===== config.mk =====
export PLATFORM = sky130hd
export DESIGN_NAME = ram_arbiter
export DESIGN_NICKNAME = d
export VERILOG_FILES = /design/src/rtl/ram_arb_pkg.sv /design/src/rtl/arb_pick2.sv /design/src/rtl/ram_arbiter.sv
export SDC_FILE = /design/constraint.sdc
export NUM_CORES = 1
export LEC_CHECK = 0
export ABC_CLOCK_PERIOD_IN_PS = 5400
export BUFFER_PORTS_ARGS = -buffer_cell sky130_fd_sc_hd__clkbuf_2
export CAP_MARGIN = 20
export CORE_ASPECT_RATIO = 1.5
export CORE_UTILIZATION = 45
export DETAILED_ROUTE_END_ITERATION = 10
export PLACE_DENSITY = 0.81
export SYNTH_ARGS = -nofsm -noshare
export SYNTH_HDL_FRONTEND = slang
export SYNTH_SLANG_ARGS = --single-unit

===== constraint.sdc =====
create_clock -name clk -period 5.4 [get_ports clk]
set_input_delay 1.08 -clock clk [delete_from_list [all_inputs] [get_ports clk]]
set_output_delay 1.08 -clock clk [all_outputs]
set_load 0.05 [all_outputs]

===== src/rtl/ram_arb_pkg.sv =====
// rtl/ram_arb_pkg.sv - shared state and owner encodings for the RAM arbiter
package ram_arb_pkg;

    typedef enum logic [1:0] {
        IDLE   = 2'd0,
        ACCESS = 2'd1,
        RESP   = 2'd2,
        DONE   = 2'd3
    } state_t;

    localparam logic OWN_CPU = 1'b0;
    localparam logic OWN_AUX = 1'b1;

endpackage


===== src/rtl/arb_pick2.sv =====
// rtl/arb_pick2.sv - two-way request picker, round-robin or CPU-first on ties
module arb_pick2
    import ram_arb_pkg::*;
(
    input  logic [1:0] req,
    input  logic       last,
    input  logic       rr,
    output logic       winner,
    output logic       valid
);

    always_comb begin
        valid  = |req;
        winner = OWN_CPU;
        if (req == 2'b10) begin
            winner = OWN_AUX;
        end else if (req == 2'b11 && rr) begin
            winner = ~last;
        end
    end

endmodule


===== src/rtl/ram_arbiter.sv =====
// rtl/ram_arbiter.sv - shares one registered-output RAM between the CPU and aux ports
module ram_arbiter
    import ram_arb_pkg::*;
#(
    parameter int DATA_W = 16,
    parameter int ADDR_W = 8,
    parameter int RR     = 1
) (
    input  logic              clk,
    input  logic              reset,
    input  logic              cpu_req,
    input  logic              cpu_we,
    input  logic [ADDR_W-1:0] cpu_addr,
    input  logic [DATA_W-1:0] cpu_wdata,
    output logic              cpu_ack,
    output logic [DATA_W-1:0] cpu_rdata,
    input  logic              aux_req,
    input  logic              aux_we,
    input  logic [ADDR_W-1:0] aux_addr,
    input  logic [DATA_W-1:0] aux_wdata,
    output logic              aux_ack,
    output logic [DATA_W-1:0] aux_rdata,
    output logic [ADDR_W-1:0] ram_read_address,
    output logic [ADDR_W-1:0] ram_write_address,
    output logic              ram_write,
    output logic [DATA_W-1:0] ram_write_data,
    input  logic [DATA_W-1:0] ram_dout,
    output logic [1:0]        grant,
    output logic              busy
);

    state_t            state;
    logic              owner;
    logic              last_grant;
    logic              lat_we;
    logic [ADDR_W-1:0] lat_addr;
    logic [DATA_W-1:0] lat_wdata;
    logic              pick_winner;
    logic              pick_valid;

    arb_pick2 u_pick (
        .req    ({aux_req, cpu_req}),
        .last   (last_grant),
        .rr     (RR != 0),
        .winner (pick_winner),
        .valid  (pick_valid)
    );

    // Write strobe depends on state so an asynchronous reset kills it immediately.
    assign ram_write         = (state == ACCESS) && lat_we;
    assign ram_read_address  = lat_addr;
    assign ram_write_address = lat_addr;
    assign ram_write_data    = lat_wdata;
    assign busy              = (state != IDLE);
    assign grant             = (state == IDLE) ? 2'b00 :
                               (owner == OWN_AUX) ? 2'b10 : 2'b01;

    always_ff @(posedge clk or posedge reset) begin
        if (reset) begin
            state      <= IDLE;
            owner      <= OWN_CPU;
            last_grant <= OWN_AUX;
            lat_we     <= 1'b0;
            lat_addr   <= '0;
            lat_wdata  <= '0;
            cpu_ack    <= 1'b0;
            aux_ack    <= 1'b0;
            cpu_rdata  <= '0;
            aux_rdata  <= '0;
        end else begin
            case (state)
                IDLE: begin
                    if (pick_valid) begin
                        owner      <= pick_winner;
                        last_grant <= pick_winner;
                        lat_we     <= (pick_winner == OWN_AUX) ? aux_we    : cpu_we;
                        lat_addr   <= (pick_winner == OWN_AUX) ? aux_addr  : cpu_addr;
                        lat_wdata  <= (pick_winner == OWN_AUX) ? aux_wdata : cpu_wdata;
                        state      <= ACCESS;
                    end
                end
                ACCESS: begin
                    state <= RESP;
                end
                RESP: begin
                    // RAM output is valid here, one cycle after the address was presented.
                    if (owner == OWN_AUX) begin
                        aux_ack <= 1'b1;
                        if (!lat_we) aux_rdata <= ram_dout;
                    end else begin
                        cpu_ack <= 1'b1;
                        if (!lat_we) cpu_rdata <= ram_dout;
                    end
                    state <= DONE;
                end
                DONE: begin
                    cpu_ack <= 1'b0;
                    aux_ack <= 1'b0;
                    state   <= IDLE;
                end
                default: state <= IDLE;
            endcase
        end
    end

endmodule


== After elaboration in Yosys (flattened, before gate mapping) ==
Index checks and enable logic that the tools add are counted.
W data, S select, Z words.

* Logic and storage cells: 44
* Output and inout port bits: 70
* Register bits: 63
* Input port bits: 70

* Bitwise gates (word level): 3
* Multiplexer cells: 13
* Eq/ne operators: 8
* Reductions and logical operators: 10

{| class="wikitable"
|+ Operators with widths
! kind !! count
|-
| $mux W16 || 1
|-
| $eq A2 B2 Y1 const B || 4
|-
| $mux W8 || 1
|-
| $pmux W2 S4 || 1
|-
| $mux W2 || 3
|-
| $ne A2 B2 Y1 const B || 3
|-
| $reduce_and A2 Y1 || 3
|-
| $reduce_and A3 Y1 || 2
|-
| $mux W1 || 5
|-
| $pmux W1 S2 || 2
|-
| $reduce_bool A2 Y1 || 2
|-
| $not A1 Y1 || 3
|-
| $eq A2 B1 Y1 const B || 1
|-
| $logic_not A2 Y1 || 1
|-
| $reduce_or A2 Y1 || 1
|-
| $logic_and A1 B1 Y1 || 1
|}

== Longest topological paths before layout ==
* Word-level depth: 4
* Gate-level depth with buffers: 7
* Depth with buffers taken out: 5

== Modules after synthesis ==
A second synthesis with hierarchy kept.

* Cell total of the unflattened synthesis: 224
* Area total of the unflattened synthesis: 2781.4 sq um

{| class="wikitable"
|+ Modules (own cells, without submodules)
! module !! seq. area each (sq um) !! area an instance (sq um) !! cells each !! times used
|-
| ram_arbiter || 1577.8 || 2761.4 || 221 || 1
|-
| arb_pick2 || 0.0 || 20.0 || 3 || 1
|}

== Least setup slack after synthesis ==
OpenSTA, ideal clock, no wires.

* Path kind: register to output
* From: register state[0]
* To: output port grant[1]
* Cell stages (with the launch flop): 5
* Data required time: 4.320 ns
* Buffers on the path: 1
* Arrival: 1.460 ns
* Path slack: 2.860 ns
* Path through: dfrtp_1 > inv_1 > ha_1 > buf_4 > nor2b_1

* Word-level cells in the longest chain between the ends: 2

{| class="wikitable"
|+ RTL lines
! what !! line !! text
|-
| start, declared || ram_arbiter.sv:32 || <nowiki>state_t state;</nowiki>
|-
| start signal, assigned || ram_arbiter.sv:60 || <nowiki>state <= IDLE;</nowiki>
|-
| start signal, assigned || ram_arbiter.sv:79 || <nowiki>state <= ACCESS;</nowiki>
|-
| start signal, assigned || ram_arbiter.sv:83 || <nowiki>state <= RESP;</nowiki>
|-
| $logic_not A2 Y1 || ram_arbiter.sv:55 || <nowiki>assign grant = (state == IDLE) ? 2'b00 :</nowiki>
|-
| $mux W2 || ram_arbiter.sv:55 ||
|-
| end, declared || ram_arbiter.sv:28 || <nowiki>output logic [1:0] grant,</nowiki>
|}

Every way passes these cells.

== Final worst setup path ==
* From: register state[0]
* To: output port busy

* Word-level cells in the longest chain between the ends: 1

{| class="wikitable"
|+ RTL lines
! what !! line !! text
|-
| $reduce_bool A2 Y1 || ram_arbiter.sv:54 || <nowiki>assign busy = (state != IDLE);</nowiki>
|-
| end, declared || ram_arbiter.sv:29 || <nowiki>output logic busy</nowiki>
|}

Every way passes these cells.

==> qor.txt <==
Filler cells - 474
total track usage - 0.206
drt first pass iters - 4
top cells by area, synth - dfrtp_1, mux2_2, a21oi_1
most frequent cells after synthesis - dfrtp_1, a21oi_1, nand2_1
Worst Setup End Kind - output port
Root Buffer - clkbuf_8
DRC viols - 0
Slew Limit Headroom - 0.356
clock latency at the later pin of the worst-skew pair - 0.33 ns
final wirelength - 6350 µm
gpl congestion - 0.751
Clk pin slew, worst setup/hold paths - 0.06 ns
Seq/Total Area, Yosys - 0.566
largest net degree at the start of global routing - 64
Die ar. - 6520 µm²
Final Core Density - 0.627
nets@finish - 454
Resized cells post-CTS - 0
fin crit period - 2.65 ns
Post-Syn Area per Cell - 11.2 µm²
count leader, synth - dfrtp_1
Slowest-stage cell, CP - dfrtp_1
CP bufs+invs - 3
proportion of layout cells with a drive suffix above 1 - 0.509
max incr delay on CP - 0.41 ns
# hold bufs at CTS - 0
CTS H-Tree Depth - 3
number of synthesized flops with an enable pin - 0
Worst Path Arrival - 1.57 ns
Yosys reg bits - 63
cts bufs inserted - 9
CP Depth - 4
Worst path top cell family by delay - buffers and inverters
initial antenna violation count - 0
# Post-CTS Setup Buffers - 0
drt wl/cell - 13.9 µm
area taken by multi-input logic gates - 1040 µm²
vias per std cell - 4.97
CP most frequent cell - inv_1
clk buf depth - 2
Finish-stage setup viols - 0
Final HPWL DP - 4540 µm
FFs w/ async S/R, synth - 1.00
setup_tns - 0 ns
via count - 2272
critical path class - flip-flop to output port
CP Launch Type - flip-flop
FF-to-FF path depth - 5
Post-Syn Nets - 323
gr ovfl total - 0
crit-path cells - inv_1 -> ha_1 -> inv_1 -> clkbuf_2
Max Transition Viols Final - 0
worst hold path type - flip-flop to flip-flop
vias in the first global route - 2281
Hold Slack - 0.498 ns
Antenna Nets Post-Route - 0
Sequential cell area - 1580 µm²
unrepaired setup endpoints after global routing - no
Diodes inserted - 0
period utilization - 0.491
Final Skew - 0.00874 ns
first-pass GRT wire length - 10100 µm
maxcap violations - 0
Req. time, crit path - 4.32 ns
Buffers on Ports - 139
CTS tree - done
I/O Pins - 140
Sink Count - 63
Slew @ Worst Pin - 0.965 ns
Mapped Cells - 249
Rows - 34
Worst Hold Depth - 1
Hold Vio Cnt, Final - 0
synth warn - 0
CP max FO - 10
Area Growth Syn to Fin - 32.1%
Most used DFF post-synth - dfrtp_1
Cell Area, Synth - 2790 µm²
CORE AREA - 5870 µm²
die width - 66.3 µm
Chip Height - 98.4 µm
FMAX - 0.377 GHz
Starting Density - 0.475
Synth top area share - 0.557
Initial DRC Count - 83
largest area contributor in the netlist - dfrtp_1
status - completed
Yosys cell types - 26
==> routing by layer <==
layer	vias up	track usage	part of all wire
met3	11	0.0374	0.064
li1	1090	-	-
met5	-	0	0
met2	99	0.381	0.53
met1	1072	0.207	0.38
met4	0	0.113	0.025
==> kinds of logic after synthesis <==
group	count (synthesis)	share of synthesized area
buffers and inverters	26	0.0606
and+or+nand+nor	63	0.0911
muxes	33	0.147
AOI/OAI and AO/OA	60	0.118
DFF	63	0.566
adders and majority gates	4	0.0180
==> per-stage QoR <==
stage / worst slack (ns) / std cells / instance area [µm²]
2_1_floorplan: 2.75 / 249 / 2790
3_3_place_gp: 2.88 / 439 / 3430
3_5_place_dp: 2.79 / 439 / 3430
4_1_cts: 2.73 / 455 / 3660
5_1_grt: 2.65 / 457 / 3680
6_report: 2.75 / 457 / 3680
==> worst register-to-register path, stage by stage (launching register included) <==
cell and delay, ns:
dfrtp_1 0.39, inv_1 0.09, ha_1 0.23, nand2_1 0.12, or2_1 0.72, mux2_2 0.43
==> final cells by class <==
type | count | area share
Timing Repair Buffer | 142 | 0.197
Clock buffer | 13 | 0.0459
Inverter | 4 | 0.00408
Sequential cell | 63 | 0.428
Tap cell | 72 | 0.0245
Clock inverter | 3 | 0.0177
Multi-Input combinational cell | 160 | 0.283
==> worst paths after layout <==
kind / start / end / slack [ns]
max: state[0]$_DFFE_PP0P_ / busy / 2.75
min: aux_ack$_DFFE_PP0P_ / aux_ack$_DFFE_PP0P_ / 0.50
max reg2reg: state[0]$_DFFE_PP0P_ / aux_rdata[14]$_DFFE_PP0P_ / 3.31
min reg2reg: aux_ack$_DFFE_PP0P_ / aux_ack$_DFFE_PP0P_ / 0.50
max in group asynchronous: reset / cpu_rdata[10]$_DFFE_PP0P_ / 3.95
min in group asynchronous: reset / aux_rdata[0]$_DFFE_PP0P_ / 0.95
==> registers in the layout, summed over array words and instances (netlist names) <==
name              cells
ram_read_address      8
state                 2
ram_write_data       16
cpu_ack               1
aux_rdata            16
last_grant            1
lat_we                1
cpu_rdata            16
aux_ack               1
owner                 1
==> cells in the final DEF, fill, tap and decap left out, drive strengths merged <==
cell type	instances
dfrtp	62
nand2b	1
bufinv	2
and2	1
clkinv	1
o21a	1
nor2	29
a21bo	1
o21ai	2
clkbuf	152
a31oi	2
or2	1
dfstp	1
o2bb2ai	2
ha	4
mux2	33
a21oi	51
buf	3
nand2	30
inv	4
a21boi	1
nor2b	1
Power is not shown: default switching activity piles up to over one toggle a cycle in this logic, so the estimate is an artifact.
